## src/rtl/axi_pkg.sv

```systemverilog
// Shared constants and types for the AXI-Lite register responder.
package axi_pkg;

  localparam logic [1:0] RESP_OKAY   = 2'b00;
  localparam logic [1:0] RESP_SLVERR = 2'b10;
  localparam int unsigned NUM_CTRL   = 4;
  localparam int unsigned NUM_STATUS = 4;

  typedef enum logic [0:0] {
    W_IDLE,
    W_RESP
  } wr_state_e;

  function automatic logic [1:0] resp_of(input logic ok);
    return ok ? RESP_OKAY : RESP_SLVERR;
  endfunction

endpackage

```

## src/rtl/axi_wstrb_merge.sv

```systemverilog
// Byte-lane merge: lanes with strobe set take the new word, the rest keep the old one.
module axi_wstrb_merge (
  input  logic [31:0] old_word,
  input  logic [31:0] new_word,
  input  logic [3:0]  strobe,
  output logic [31:0] merged
);

  always_comb begin
    merged = old_word;
    for (int i = 0; i < 4; i++) begin
      if (strobe[i]) merged[8*i +: 8] = new_word[8*i +: 8];
    end
  end

endmodule

```

## src/rtl/axi_reg_responder.sv

```systemverilog
// AXI-Lite slave exposing four byte-writable control registers and four read-only
// status words in a 32-byte window; one outstanding transaction per direction.
module axi_reg_responder
  import axi_pkg::*;
#(
  parameter int unsigned           ADDR_WIDTH = 32,
  parameter logic [ADDR_WIDTH-1:0] BASE_ADDR  = '0,
  parameter logic [31:0]           CTRL_RESET = 32'h0
) (
  input  logic                  AXI_CLK,
  input  logic                  RESET,
  input  logic [ADDR_WIDTH-1:0] AXI_awaddr,
  input  logic                  AXI_awvalid,
  output logic                  AXI_awready,
  input  logic [31:0]           AXI_wdata,
  input  logic [3:0]            AXI_wstrb,
  input  logic                  AXI_wvalid,
  output logic                  AXI_wready,
  output logic [1:0]            AXI_bresp,
  output logic                  AXI_bvalid,
  input  logic                  AXI_bready,
  input  logic [ADDR_WIDTH-1:0] AXI_araddr,
  input  logic                  AXI_arvalid,
  output logic                  AXI_arready,
  output logic [31:0]           AXI_rdata,
  output logic [1:0]            AXI_rresp,
  output logic                  AXI_rvalid,
  input  logic                  AXI_rready,
  output logic [127:0]          ctrl_regs,
  input  logic [127:0]          status_regs,
  output logic [3:0]            wr_pulse
);

  wr_state_e state_q, state_d;

  // Holds every ready low until the first edge after reset is released.
  logic                          ready_en_q;
  logic                          aw_held_q, w_held_q;
  logic [ADDR_WIDTH-1:2]         awaddr_q;
  logic [31:0]                   wdata_q;
  logic [3:0]                    wstrb_q;
  logic [1:0]                    bresp_q;
  logic [NUM_CTRL-1:0][31:0]     ctrl_q;
  logic [3:0]                    wr_pulse_q;
  logic                          rvalid_q;
  logic [31:0]                   rdata_q;
  logic [1:0]                    rresp_q;
  logic [NUM_STATUS-1:0][31:0]   status_w;

  logic        aw_hs, w_hs, ar_hs, commit;
  logic [2:0]  aw_idx, ar_idx;
  logic        aw_ok, ar_in_win;
  logic [31:0] merged;
  logic        unused_addr_lsbs;

  assign unused_addr_lsbs = ^{AXI_awaddr[1:0], AXI_araddr[1:0]};

  assign status_w = status_regs;
  assign aw_hs    = AXI_awvalid & AXI_awready;
  assign w_hs     = AXI_wvalid & AXI_wready;
  assign ar_hs    = AXI_arvalid & AXI_arready;
  assign commit   = (state_q == W_IDLE) & aw_held_q & w_held_q;

  assign aw_idx    = awaddr_q[4:2];
  assign aw_ok     = (awaddr_q[ADDR_WIDTH-1:5] == BASE_ADDR[ADDR_WIDTH-1:5]) & ~aw_idx[2];
  assign ar_idx    = AXI_araddr[4:2];
  assign ar_in_win = AXI_araddr[ADDR_WIDTH-1:5] == BASE_ADDR[ADDR_WIDTH-1:5];

  axi_wstrb_merge u_merge (
    .old_word (ctrl_q[aw_idx[1:0]]),
    .new_word (wdata_q),
    .strobe   (wstrb_q),
    .merged   (merged)
  );

  always_ff @(posedge AXI_CLK) begin
    if (RESET) state_q <= W_IDLE;
    else       state_q <= state_d;
  end

  always_comb begin
    state_d = state_q;
    unique case (state_q)
      W_IDLE:  if (commit)     state_d = W_RESP;
      W_RESP:  if (AXI_bready) state_d = W_IDLE;
      default: state_d = W_IDLE;
    endcase
  end

  always_comb begin
    AXI_awready = ready_en_q & ~aw_held_q & (state_q == W_IDLE);
    AXI_wready  = ready_en_q & ~w_held_q & (state_q == W_IDLE);
    AXI_bvalid  = (state_q == W_RESP);
  end

  always_ff @(posedge AXI_CLK) begin
    if (RESET) begin
      ready_en_q <= 1'b0;
      aw_held_q  <= 1'b0;
      w_held_q   <= 1'b0;
      awaddr_q   <= '0;
      wdata_q    <= '0;
      wstrb_q    <= '0;
      bresp_q    <= RESP_OKAY;
      ctrl_q     <= {NUM_CTRL{CTRL_RESET}};
      wr_pulse_q <= '0;
    end else begin
      ready_en_q <= 1'b1;
      wr_pulse_q <= '0;
      if (aw_hs) begin
        aw_held_q <= 1'b1;
        awaddr_q  <= AXI_awaddr[ADDR_WIDTH-1:2];
      end
      if (w_hs) begin
        w_held_q <= 1'b1;
        wdata_q  <= AXI_wdata;
        wstrb_q  <= AXI_wstrb;
      end
      if (commit) begin
        aw_held_q <= 1'b0;
        w_held_q  <= 1'b0;
        bresp_q   <= resp_of(aw_ok);
        if (aw_ok && wstrb_q != 4'b0) begin
          ctrl_q[aw_idx[1:0]]     <= merged;
          wr_pulse_q[aw_idx[1:0]] <= 1'b1;
        end
      end
    end
  end

  // Read data is captured at the handshake edge, so a same-edge commit is not visible.
  always_ff @(posedge AXI_CLK) begin
    if (RESET) begin
      rvalid_q <= 1'b0;
      rdata_q  <= '0;
      rresp_q  <= RESP_OKAY;
    end else if (ar_hs) begin
      rvalid_q <= 1'b1;
      if (!ar_in_win) begin
        rdata_q <= '0;
        rresp_q <= RESP_SLVERR;
      end else begin
        rdata_q <= ar_idx[2] ? status_w[ar_idx[1:0]] : ctrl_q[ar_idx[1:0]];
        rresp_q <= RESP_OKAY;
      end
    end else if (rvalid_q && AXI_rready) begin
      rvalid_q <= 1'b0;
    end
  end

  assign AXI_arready = ready_en_q & ~rvalid_q;
  assign AXI_rvalid  = rvalid_q;
  assign AXI_rdata   = rdata_q;
  assign AXI_rresp   = rresp_q;
  assign AXI_bresp   = bresp_q;
  assign ctrl_regs   = ctrl_q;
  assign wr_pulse    = wr_pulse_q;

endmodule

```

## config.mk

```make
export PLATFORM = sky130hd
export DESIGN_NAME = axi_reg_responder
export DESIGN_NICKNAME = d
export VERILOG_FILES = /design/src/rtl/axi_pkg.sv /design/src/rtl/axi_wstrb_merge.sv /design/src/rtl/axi_reg_responder.sv
export SDC_FILE = /design/constraint.sdc
export NUM_CORES = 1
export LEC_CHECK = 0
export CORE_ASPECT_RATIO = 1.5
export CORE_MARGIN = 2
export CORE_UTILIZATION = 38
export DETAILED_ROUTE_END_ITERATION = 7
export GPL_TIMING_DRIVEN = 0
export PLACE_DENSITY_LB_ADDON = 0.12
export SETUP_SLACK_MARGIN = 0.05
export SYNTH_ARGS = -nofsm -noshare
export SYNTH_HDL_FRONTEND = slang
export SYNTH_SLANG_ARGS = --single-unit
```

## constraint.sdc

```tcl
create_clock -name AXI_CLK -period 2.2 [get_ports AXI_CLK]
set_input_delay 0.44 -clock AXI_CLK [delete_from_list [all_inputs] [get_ports AXI_CLK]]
set_output_delay 0.44 -clock AXI_CLK [all_outputs]
set_load 0.02 [all_outputs]
```

==> results of run 1 <==
==> metal layers <==
layer	vias up	global-route usage, %
met1	4985	33.0
met5	-	0
met4	0	8.09
met3	63	4.66
met2	404	49.8
li1	4576	-
==> cell families after synthesis <==
logic type      count (synthesis)  share of synthesized area (%)
simple gates                  250                           10.4
compound gates                238                           15.8
flops                         237                           43.2
mux                           160                           25.8
buf+inv                       100                           4.69
other cells                     1                         0.0342
==> sequential cells by signal, indices dropped and copies added (netlist names) <==
name / count
wdata_q: 32
ready_en_q: 1
wstrb_q: 4
ctrl_regs: 128
AXI_bresp: 1
AXI_bvalid: 1
AXI_rdata: 32
aw_held_q: 1
AXI_rvalid: 1
AXI_rresp: 1
w_held_q: 1
wr_pulse: 4
awaddr_q: 30
==> layout make-up <==
class                           instances  area [um2]
Fill cell                            2614       12200
Multi-Input combinational cell        650        5780
Sequential cell                       237        4750
Timing Repair Buffer                  400        4000
Clock buffer                           35         733
Buffer                                 97         566
Tap cell                              351         439
Clock inverter                          6        55.1
Inverter                                3        11.3
Antenna cell                            2        5.00
==> path summary, 6_finish.rpt <==
check	cells after the start	slack, ns	end	start
worst max-delay path	1	0.11	ctrl_regs[67]	ctrl_regs[67]
worst min-delay path	2	0.45	AXI_rdata[0]	AXI_rdata[0]
worst max register to register	7	0.12	ctrl_regs[5]	awaddr_q[14]
worst min register to register	2	0.45	AXI_rdata[0]	AXI_rdata[0]
==> cells in the final DEF (no fill, tap or decap), types with 2 or more instances in the layout <==
cell type        count
clkdlybuf4s50_1    395
dfxtp_1            236
nand2_1            169
a22o_1             124
a21oi_1            100
mux4_2              95
mux2i_1             34
or3_1               32
clkbuf_1            31
mux2_2              31
buf_2               29
clkbuf_16           25
clkbuf_4            18
nor4_1              12
buf_4               11
nor2_1               9
buf_6                8
clkbuf_8             7
and4_1               5
clkinv_2             5
nand2b_1             4
nor2b_1              4
o2bb2ai_1            4
a41oi_4              4
inv_1                3
nand4_1              3
clkbuf_2             3
dlygate4sd2_1        3
diode_2              2
o21a_1               2
nor3b_2              2
nor4_2               2
buf_1                2
conb_1               2
==> repair_timing <==
item	in CTS	in global routing
hold endpoints to repair	0	0
endpoints found under the setup margin	44	133
setup buffers	0	2
pin swaps	0	1
gates resized for setup	5	39
==> through the flow <==
stage | TNS [ns] | utilization, % | area [um2] | hold slack, ns | total power [mW]
6_report | 0 | 57.3 | 16300 | 0.452 | 9.77
5_1_grt | 0 | 57.2 | 16300 | 0.451 | 10.1
4_1_cts | 0 | 56.8 | 16200 | 0.448 | 9.80
3_5_place_dp | -55.01 | 54.0 | 15400 | 0.445 | 5.71
3_3_place_gp | -55.61 | 54.0 | 15400 | 0.441 | 5.70
2_1_floorplan | 0 | - | 11000 | 0.433 | 5.04
==> power by group <==
group | total (mW) | switching (mW) | leakage, nW | internal [mW]
sequential | 4.40 | 0.0401 | 1.92 | 4.36
combinational | 1.25 | 0.574 | 3.59 | 0.671
clock | 4.13 | 1.72 | 0.396 | 2.41
total | 9.77 | 2.33 | 5.90 | 7.44
==> flow_metrics.py, run 1 <==
metrics = {
    "placement": {
        "dp_worst_setup_slack_ns": -0.598,
        "hpwl_um": 32000,
        "gp_congestion": 0.866,
        "dp_cells": 1736,
        "numPortBuffers": 398,
    },
    "layout": {
        "fin_cells": 1781,
        "nets": 1648,
        "area_growth_pct": 48.9,
        "drive_above_1_share_pct": 17.2,
    },
    "flow_run": {
        "cap_violations": 0,
    },
    "floorplanning": {
        "dieArea_um2": 30300,
        "die_h_um": 212,
        "std_cell_rows": 76,
        "core_area_um2": 28500,
        "die_w_um": 143,
        "io_pins": 408,
        "initial_core_util_pct": 38.5,
    },
    "yosys": {
        "yosys-top-cells-area": "dfxtp_1 (43%), mux4_2 (20%), a22o_1 (9.9%)",
        "syn_inst": 986,
        "yosys.area.top_type_share_pct": 43.2,
        "yosysTopAreaCell": "dfxtp_1",
        "syn_area_per_cell_um2": 11.1,
        "yosysWarnings": 0,
        "synth-edff-count": 0,
        "netlist_area_um2": 11000,
        "synth.distinct_cells": 39,
        "yosysMostFrequentCell": "dfxtp_1",
        "synth_flop_cell": "dfxtp_1",
        "synth_commonest_cells": "dfxtp_1 (237), nand2_1 (169), a22o_1 (124)",
        "synthArstFlopShare_pct": 0,
        "synth-seq-cells": 237,
        "seq_area_frac_synth_pct": 43.2,
    },
    "setup_path": {
        "cp-end-kind": "output pin",
        "arrival_ns": 1.65,
        "crit_required_ns": 1.76,
        "critPathKind": "flip-flop to output pin",
        "crit_slowest_cell": "clkdlybuf4s50_1",
        "cp_top_family": "buffers and inverters",
        "slowest_delay_ns": 0.66,
        "critPathBufInv": 1,
        "crit_path_max_fanout": 4,
        "start_kind": "flip-flop",
        "crit_chain": "clkdlybuf4s50_1",
    },
    "global_routing": {
        "grt_pass1_wl_um": 62500,
        "antenna_found_initial": 3,
        "grt_max_degree": 14,
        "grt_pass1_vias": 10200,
        "grt_util_all_layers_pct": 27.4,
        "overflow": 0,
    },
    "drt": {
        "via_count": 10000,
        "drc_errors": 0,
        "dr_wl_met3_um": 3060,
        "vias_per_cell": 5.63,
        "ant_nets": 0,
        "wl_met2_um": 22600,
        "drt_wl_total_um": 43000,
        "detailedRoute.firstIterationViolations": 621,
        "first_pass_iters": 5,
        "highest_layer": "met4",
        "routedWlPerCell_um": 24.1,
        "wl_met1_um": 16300,
    },
    "pwr": {
        "ir_drop_mv": 0.510,
        "power_leakage_nw": 5.90,
        "p_per_area_nw_per_um2": 598,
    },
    "timing": {
        "setup_viol": 0,
        "fin_skew_ns": 0.0136,
        "max_freq_mhz": 479,
        "slew_viol_final": 0,
        "grt_setup_unrepaired": "yes",
        "finalCriticalPeriod_ns": 2.09,
        "maxSlewHeadroom_pct": 51.7,
        "finalHoldViolCount": 0,
        "tightest_slew_ns": 0.724,
        "finalCritPeriodShare_pct": 94.9,
        "setup_ws_ns": 0.111,
    },
    "clock_tree": {
        "cts_root_buffer": "clkbuf_16",
        "cts-htree-levels": 1,
        "numCtsBuffers": 24,
        "clockBufferDepth": 3,
        "clock-sinks": 237,
        "hold_buffers": 0,
        "cts_tree": "yes",
        "clk_latency_ns": 0.52,
        "path_clk_slew_ns": 0.06,
    },
    "worst_hold_path": {
        "hp-class": "flip-flop to flip-flop",
    },
    "outcome": {
        "status": "completed",
    },
}
(Power assumes the default switching activity.)
==> inputs of run 2 (changes only) <==
--- a/config.mk
+++ b/config.mk
@@ -5,12 +5,11 @@
 export SDC_FILE = /design/constraint.sdc
 export NUM_CORES = 1
 export LEC_CHECK = 0
-export CORE_ASPECT_RATIO = 1.5
-export CORE_MARGIN = 2
-export CORE_UTILIZATION = 38
+export CORE_UTILIZATION = 45
 export DETAILED_ROUTE_END_ITERATION = 7
 export GPL_TIMING_DRIVEN = 0
 export PLACE_DENSITY_LB_ADDON = 0.12
+export REMOVE_ABC_BUFFERS = 1
 export SETUP_SLACK_MARGIN = 0.05
 export SYNTH_ARGS = -nofsm -noshare
 export SYNTH_HDL_FRONTEND = slang
==> run 2 against run 1 <==
Critical path depth rose by 3. Clock power rose by 18%. Cell count fell by 5.1%. First-iteration DRC count rose by 3.5%. Largest power group is now clock.
==> flow_metrics.py, run 2 (synthesis gave the netlist of run 1 again) <==
metrics = {
    "placement": {
        "gp_congestion": 0.770,
        "dp_worst_setup_slack_ns": -0.744,
        "placed_cell_area_um2": 15300,
        "numPortBuffers": 401,
        "hpwl_um": 25300,
    },
    "worst_hold_path": {
        "hp-start": "RESET",
        "hp-class": "input pin to flip-flop",
    },
    "clock_tree": {
        "clock-sinks": 237,
        "clockBufferDepth": 3,
        "hold_buffers": 0,
        "cts_root_buffer": "clkbuf_16",
        "path_clk_slew_ns": 0.06,
        "cts_tree": "yes",
        "clk_latency_ns": 0.53,
        "numCtsBuffers": 26,
        "cts-htree-levels": 1,
    },
    "floorplanning": {
        "core_area_um2": 23700,
        "die_h_um": 158,
        "io_pins": 408,
        "std_cell_rows": 56,
        "dieArea_um2": 25000,
        "initial_core_util_pct": 46.3,
        "die_w_um": 158,
    },
    "setup_path": {
        "critPathKind": "flip-flop to flip-flop",
        "crit_chain": "nor4_2, and4_4, and4_2, a22o_1",
        "timing.rr.start": "awaddr_q[14]",
        "slowest_delay_ns": 0.67,
        "arrival_ns": 2.59,
        "cp_top_family": "simple AND/OR/NAND/NOR gates",
        "crit_slowest_cell": "and4_2",
        "cp-end-kind": "flip-flop",
        "crit_required_ns": 2.66,
        "crit_start": "awaddr_q[14]",
        "crit_path_max_fanout": 16,
        "start_kind": "flip-flop",
        "critPathBufInv": 0,
    },
    "timing": {
        "setup_viol": 0,
        "maxSlewHeadroom_pct": 32.9,
        "fin_setup_tns_ns": 0,
        "grt_setup_unrepaired": "yes",
        "setup_ws_ns": 0.0663,
        "tightest_slew_ns": 1.00,
        "finalHoldViolCount": 0,
        "slew_viol_final": 0,
        "finalCritPeriodShare_pct": 97.0,
        "finalCriticalPeriod_ns": 2.13,
        "max_freq_mhz": 469,
        "fin_skew_ns": 0.0209,
    },
    "global_routing": {
        "overflow": 0,
        "antenna_found_initial": 2,
        "grt_max_degree": 70,
        "grt_util_all_layers_pct": 30.0,
        "grt_pass1_vias": 9734,
        "grt_pass1_wl_um": 56700,
    },
    "pwr": {
        "p_sw_mw": 2.39,
        "p_int_mw": 8.15,
        "ir_drop_mv": 0.579,
        "power_leakage_nw": 5.91,
        "swShare_pct": 22.7,
        "p_comb_share_pct": 11.8,
        "p_seq_share_pct": 42.0,
        "p_per_area_nw_per_um2": 638,
        "pwr-share-clk_pct": 46.2,
    },
    "drt": {
        "vias_per_cell": 5.84,
        "via_count": 9868,
        "first_pass_iters": 5,
        "routedWlPerCell_um": 23.1,
        "detailedRoute.firstIterationViolations": 643,
        "ant_nets": 0,
        "drc_errors": 0,
        "drt_wl_total_um": 39100,
    },
    "layout": {
        "largest_register_ffs": 128,
        "nets": 1587,
        "final_core_util_pct": 69.8,
        "drive_above_1_share_pct": 17.1,
        "final_cell_mix": "clkdlybuf4s50_1 (394), dfxtp_1 (231), nand2_1 (167)",
        "fillers": 1826,
        "design_area_um2": 16500,
        "multiInputGateArea_um2": 5860,
        "antennaDiodeCount": 0,
        "layout_commonest_cell": "clkdlybuf4s50_1",
        "seq_area_um2": 4750,
        "area_growth_pct": 50.7,
    },
    "outcome": {
        "status": "completed",
    },
    "flow_run": {
        "cap_violations": 0,
    },
}
==> run 2: power by group through the flow <==
stage               registers (mW)  logic [mW]  clock network (mW)
CTS                           4.42        1.22                4.92
detailed placement            4.53        1.15                   0
floorplan                     4.51       0.399                   0
finish                        4.43        1.25                4.87
global route                  4.43        1.32                5.10
global placement              4.54        1.10                   0
==> run 2: cell type report <==
cell class              count  share of cell area [%]
clock buffers              39                    4.84
clock inverters             8                    1.01
inverters                   3                  0.0681
multi-input cells         654                    35.4
flip-flops and latches    237                    28.8
well taps                 319                    2.41
repair buffers            430                    27.5
==> run 2: final timing paths <==
path	to	slack [ns]	depth (start not counted)
worst min register to register	wdata_q[4]	0.45	2
worst max-delay path	ctrl_regs[33]	0.07	4
worst max register to register	ctrl_regs[33]	0.07	4
worst min-delay path	AXI_rdata[26]	0.43	2
==> run 2: stage by stage <==
stage / instances / power (mW) / hold slack (ns)
floorplan: 890 / 4.91 / 0.427
global placement: 1610 / 5.63 / 0.440
detailed placement: 1625 / 5.68 / 0.446
CTS: 1687 / 10.6 / 0.421
global route: 1690 / 10.9 / 0.434
finish: 1690 / 10.5 / 0.431
==> run 2: timing repair <==
action,in CTS,in global routing
buffers inserted,13,1
resized for setup,17,4
pin swaps,9,3
setup endpoints to repair,167,66
cloned,2,2
==> run 2: layer usage <==
| layer | track usage [%] | share of wire, % | up-vias |
|---|---|---|---|
| met4 | 8.88 | 2.5 | 4 |
| met3 | 7.39 | 9.2 | 63 |
| met1 | 35.2 | 38 | 4891 |
| met2 | 53.6 | 50 | 449 |
| met5 | 0 | 0.069 | - |
| li1 | - | - | 4461 |
==> inputs of run 3 (changes only) <==
--- a/config.mk
+++ b/config.mk
@@ -5,8 +5,11 @@
 export SDC_FILE = /design/constraint.sdc
 export NUM_CORES = 1
 export LEC_CHECK = 0
-export CORE_UTILIZATION = 45
+export ABC_AREA = 1
+export CORE_ASPECT_RATIO = 1.5
+export CORE_UTILIZATION = 40
 export DETAILED_ROUTE_END_ITERATION = 7
+export GPL_ROUTABILITY_DRIVEN = 0
 export GPL_TIMING_DRIVEN = 0
 export PLACE_DENSITY_LB_ADDON = 0.12
 export REMOVE_ABC_BUFFERS = 1
==> run 3 against run 2 <==
Power down 0.57%. Design area rose by 16%. Worst setup slack gained 0.038 ns. Global-route usage is 2.5 points higher. Largest power group is now sequential cells. Wire length is 43% higher. Count of clock-buffer cells in the layout decreased by 5. Critical endpoint is now ctrl_regs[10]. Die area grew 35%. Flip-flop and latch count unchanged. Utilization decreased by 11 points. Non-clock buffer count increased by 26.
==> flow_metrics.py, run 3 <==
metrics = {
    "outcome": {
        "status": "completed",
    },
    "drt": {
        "drt_wl_total_um": 56000,
        "vias_per_cell": 5.13,
        "routedWlPerCell_um": 18.4,
        "via_count": 15600,
        "highest_layer": "met5",
        "ant_nets": 0,
        "first_pass_iters": 6,
        "drc_errors": 0,
        "dr_wl_met3_um": 5410,
        "detailedRoute.firstIterationViolations": 958,
        "wl_met2_um": 27500,
        "wl_met1_um": 20800,
    },
    "timing": {
        "whs_ns": 0.121,
        "fin_setup_tns_ns": 0,
        "maxSlewHeadroom_pct": 24.6,
        "tightest_slew_ns": 1.13,
        "setup_viol": 0,
        "fin_skew_ns": 0.00949,
        "finalCriticalPeriod_ns": 2.10,
        "finalCritPeriodShare_pct": 95.3,
        "max_freq_mhz": 477,
        "slew_viol_final": 0,
        "finalHoldViolCount": 0,
        "setup_ws_ns": 0.104,
        "grt_setup_unrepaired": "yes",
    },
    "global_routing": {
        "antenna_found_initial": 6,
        "overflow": 0,
        "grt_pass1_vias": 14300,
        "grt_util_all_layers_pct": 32.5,
        "grt_max_degree": 121,
        "grt_pass1_wl_um": 82900,
    },
    "yosys": {
        "synth-edff-count": 0,
        "synthArstFlopShare_pct": 0,
        "yosys.area.top_type_share_pct": 35.8,
        "synth.distinct_cells": 27,
        "yosysTopAreaCell": "dfxtp_1",
        "synth-seq-cells": 237,
        "seq_area_frac_synth_pct": 35.8,
        "synth_commonest_cells": "nand2_1 (774), nor2_1 (372), dfxtp_1 (237)",
        "syn_inst": 2254,
        "yosysMostFrequentCell": "nand2_1",
        "yosysWarnings": 0,
        "netlist_area_um2": 13200,
        "syn_area_per_cell_um2": 5.88,
        "synth_flop_cell": "dfxtp_1",
        "yosys-top-cells-area": "dfxtp_1 (36%), nand2_1 (22%), nor2_1 (11%)",
    },
    "setup_path": {
        "crit_path_max_fanout": 30,
        "reg2reg_depth": 6,
        "crit_slowest_cell": "dfxtp_1",
        "critPathKind": "flip-flop to flip-flop",
        "slowest_delay_ns": 0.83,
        "arrival_ns": 2.58,
        "start_kind": "flip-flop",
        "crit_required_ns": 2.68,
        "cp-end-kind": "flip-flop",
        "crit_chain": "o21ai_4, bufinv_16, nand3_4, nand2_1, nand2_1, nor2_1",
        "crit_top_cell": "nand2_1",
    },
    "pwr": {
        "finalPower_mw": 10.5,
        "p_per_area_nw_per_um2": 549,
        "power_leakage_nw": 8.74,
        "ir_drop_mv": 0.523,
    },
    "placement": {
        "hpwl_um": 32300,
        "dp_worst_setup_slack_ns": -1.80,
        "numPortBuffers": 401,
    },
    "layout": {
        "layout_commonest_cell": "nand2_1",
        "seq_area_um2": 4760,
        "multiInputGateArea_um2": 7180,
        "largest_register_ffs": 128,
        "area_growth_pct": 44.1,
        "fillers": 3214,
        "final_cell_mix": "nand2_1 (770), clkdlybuf4s50_1 (394), nor2_1 (372)",
        "nets": 2837,
        "final_core_util_pct": 58.5,
        "drive_above_1_share_pct": 6.26,
    },
    "clock_tree": {
        "path_clk_slew_ns": 0.06,
        "numCtsBuffers": 25,
        "clk_latency_ns": 0.54,
        "clock-sinks": 237,
        "cts_tree": "yes",
        "clockBufferDepth": 3,
        "cts_root_buffer": "clkbuf_16",
        "cts-htree-levels": 1,
    },
    "floorplanning": {
        "io_pins": 408,
        "die_h_um": 225,
        "dieArea_um2": 33900,
        "std_cell_rows": 81,
        "die_w_um": 151,
        "initial_core_util_pct": 40.6,
        "core_area_um2": 32600,
    },
    "worst_hold_path": {
        "holdPathStages": 2,
        "hp-class": "input pin to flip-flop",
    },
    "flow_run": {
        "cap_violations": 0,
    },
}
==> run 3: cell types whose count changed in the layout (fill, tap and decap cells not counted), sizes merged, moves of 95 or more <==
cell and change:
a22o -124, inv +240, mux4 -95, nand2 +605, nand3 +140, nor2 +369
o21ai +122
==> run 3: area by class of cell <==
class,count,share of cell area (%)
Tap cell,415,2.72
Sequential cell,237,24.9
Antenna cell,4,0.0524
Clock buffer,34,3.77
Inverter,247,5.22
Timing Repair Buffer,456,25.1
Multi-Input combinational cell,1634,37.6
Timing Repair inverter,1,0.0459
Clock inverter,10,0.537
==> run 3: path summary, 6_finish.rpt <==
check	end	slack (ns)	start
hold / removal	AXI_rdata[6]	0.12	RESET
setup / recovery	ctrl_regs[10]	0.10	wstrb_q[3]
setup reg to reg	ctrl_regs[10]	0.10	wstrb_q[3]
hold reg to reg	wdata_q[13]	0.45	wdata_q[13]
==> run 3: per-layer routing <==
metal	up-vias	track usage, %
li1	7680	-
met1	7127	37.1
met2	660	56.5
met3	125	7.13
met4	4	15.7
met5	-	0
==> run 3: worst max-delay path, delay by kind of cell, from the launching register on <==
family          cells  cell delay (ns)
flops               1             0.83
compound gates      1             0.19
simple gates        4             0.62
buf+inv             1             0.39
==> run 3: where the power goes <==
part           leakage, nW  total (mW)  internal [mW]  switching (mW)
clock                0.411        4.34           2.51            1.83
sequential            1.92        4.47           4.39          0.0824
combinational         6.41        1.67          0.729           0.939
==> run 3: metrics by stage <==
stage | std cells | area [um2]
finish | 3038 | 19100
global route | 3038 | 19100
CTS | 3023 | 19000
detailed placement | 2931 | 17400
global placement | 2920 | 17100
floorplan | 2104 | 12600
==> run 3: kinds of logic after synthesis <==
| kind of cell | count (synthesis) | share of synthesized area, % |
|---|---|---|
| AND/OR/NAND/NOR | 1362 | 41.6 |
| buffers and inverters | 398 | 12.3 |
| AO/OA/AOI/OAI | 256 | 10.3 |
| flip-flops | 237 | 35.8 |
| other | 1 | 0.0283 |
==> run 3: repair_timing <==
item / CTS / global route
setup endpoints to repair: 194 / 55
gates cloned: 15 / 0
setup buffers: 33 / 11
gates resized for setup: 39 / 9
hold buffers: 0 / 0
pin swaps: 17 / 2
==> variant, RTL diff (settings of run 1) <==
`ADDR_WIDTH`: 32 -> 40.
--- a/src/rtl/axi_reg_responder.sv
+++ b/src/rtl/axi_reg_responder.sv
@@ -5,3 +5,3 @@
 #(
-  parameter int unsigned           ADDR_WIDTH = 32,
+  parameter int unsigned           ADDR_WIDTH = 40,
   parameter logic [ADDR_WIDTH-1:0] BASE_ADDR  = '0,
Ports: changed (resized AXI_araddr and AXI_awaddr); port bits go from 408 to 424. No check against the original RTL was run, so the function may have changed too.
==> variant against run 1 <==
Sequential cell count is 8 higher; non-clock buffer count is 16 higher; total power is 2.2% higher; clock skew is 0.0039 ns lower; worst setup slack better by 0.0051 ns; area after synthesis is 1.2% lower; routed wire length is 1.0% lower; design area is 2.3% higher; critical path type is now flip-flop to flip-flop; largest cell class unchanged.
==> variant: results (changes against run 1) <==
cts bufs inserted 25 (was 24); Non-Filler Instances 1799 (was 1781); worst relative slew slack 28.2% (was 51.7%); met3 routed WL 2.51 mm (was 3.06 mm); most frequent cells after synthesis dfxtp_1, nand2_1, o2bb2ai_1, mux4_2, a21oi_1 (was dfxtp_1, nand2_1, a22o_1, a21oi_1, mux4_2); setup bufs post-CTS 6 (was 0); post-synthesis sequential area ratio 45.3% (was 43.2%); first-pass GRT wire length 63.0 mm (was 62.5 mm); WHS 0.450 ns (was 0.452 ns); max incr delay on CP 0.47 ns (was 0.66 ns); dpl hpwl 31.5 mm (was 32.0 mm); CTS resizes 77 (was 5); clk_skew 0.00975 ns (was 0.0136 ns); layout cells sized above 1 15.9% (was 17.2%); fillcell total 2444 (was 2614); dpl ws -0.883 ns (was -0.598 ns); top post-synthesis cells by area dfxtp_1, mux4_2, o2bb2ai_1 (was dfxtp_1, mux4_2, a22o_1); status complete, no violations (unchanged); GR Util met2 50.4% (was 49.8%); Critical Path Fanout Max 10 (was 4); hold_sp AXI_rdata[12] (was AXI_rdata[0]); r2r startpoint wstrb_q[0] (was awaddr_q[14]); met3 Resource Use GR 5.01% (was 4.66%); PortBufs 414 (was 398); CP max stage cell o41ai_4 (was clkdlybuf4s50_1); synth unique cells 29 (was 39); met2 wire len 22.1 mm (was 22.6 mm); M1 GR Usage 33.5% (was 33.0%); GP Congestion 0.896 (was 0.866); Avg Cell Area, Syn 11.0 µm² (was 11.1 µm²); vias in the first global route 10292 (was 10178); Post-Route M1 WL 16.8 mm (was 16.3 mm); reg2reg end ctrl_regs[77] (was ctrl_regs[5]); GRT Total Usage 27.9% (was 27.4%); CP arrival 2.53 ns (was 1.65 ns); Peak VDD IR 0.000533 V (was 0.000510 V)
-- variant: cell count changes after synthesis, sizes merged, moves of 21 or more --
| cell | change |
|---|---|
| buf | -33 |
| mux2i | +30 |
| a22o | -124 |
| o21ai | +33 |
| mux2 | -31 |
| or3 | -32 |
| a21oi | -21 |
| clkbuf | +23 |
| o2bb2ai | +124 |
-- variant: power breakdown --
part / total, mW / internal [mW] / switching [mW]
clock network: 4.15 / 2.37 / 1.78
registers: 4.57 / 4.51 / 0.0550
logic: 1.28 / 0.720 / 0.559
-- variant: cell families (layout without fill, tap and decap cells) --
group,count (synthesis),after routing,synth area share [%]
DFF,245,245,45.3
AOI/OAI and AO/OA,245,245,15.9
muxes,160,160,25.9
other,1,6,0.0346
buffers and inverters,90,557,3.45
and+or+nand+nor,240,240,9.46
-- variant: layout make-up --
type | instances | area share, %
inverters | 3 | 0.0674
clock inverters | 5 | 0.187
repair buffers | 427 | 25.6
plain buffers | 86 | 3.16
well taps | 346 | 2.59
flip-flops and latches | 245 | 29.4
multi-input cells | 647 | 34.4
diodes | 4 | 0.0599
clock buffers | 36 | 4.53
-- variant: worst max path at each step --
| stage | startpoint | end | slack, ns | cells past startpoint |
|---|---|---|---|---|
| 5_1_grt | wstrb_q[0] | ctrl_regs[82] | 0.008 | 8 |
| 2_1_floorplan | AXI_araddr[4] | AXI_rdata[10] | 0.23 | 5 |
| 6_report | wstrb_q[0] | ctrl_regs[77] | 0.12 | 8 |
| 4_1_cts | awaddr_q[38] | ctrl_regs[98] | 0.05 | 9 |
| 3_3_place_gp | AXI_arvalid | AXI_rdata[11] | -0.85 | 7 |
| 3_5_place_dp | AXI_arvalid | AXI_rdata[25] | -0.88 | 7 |
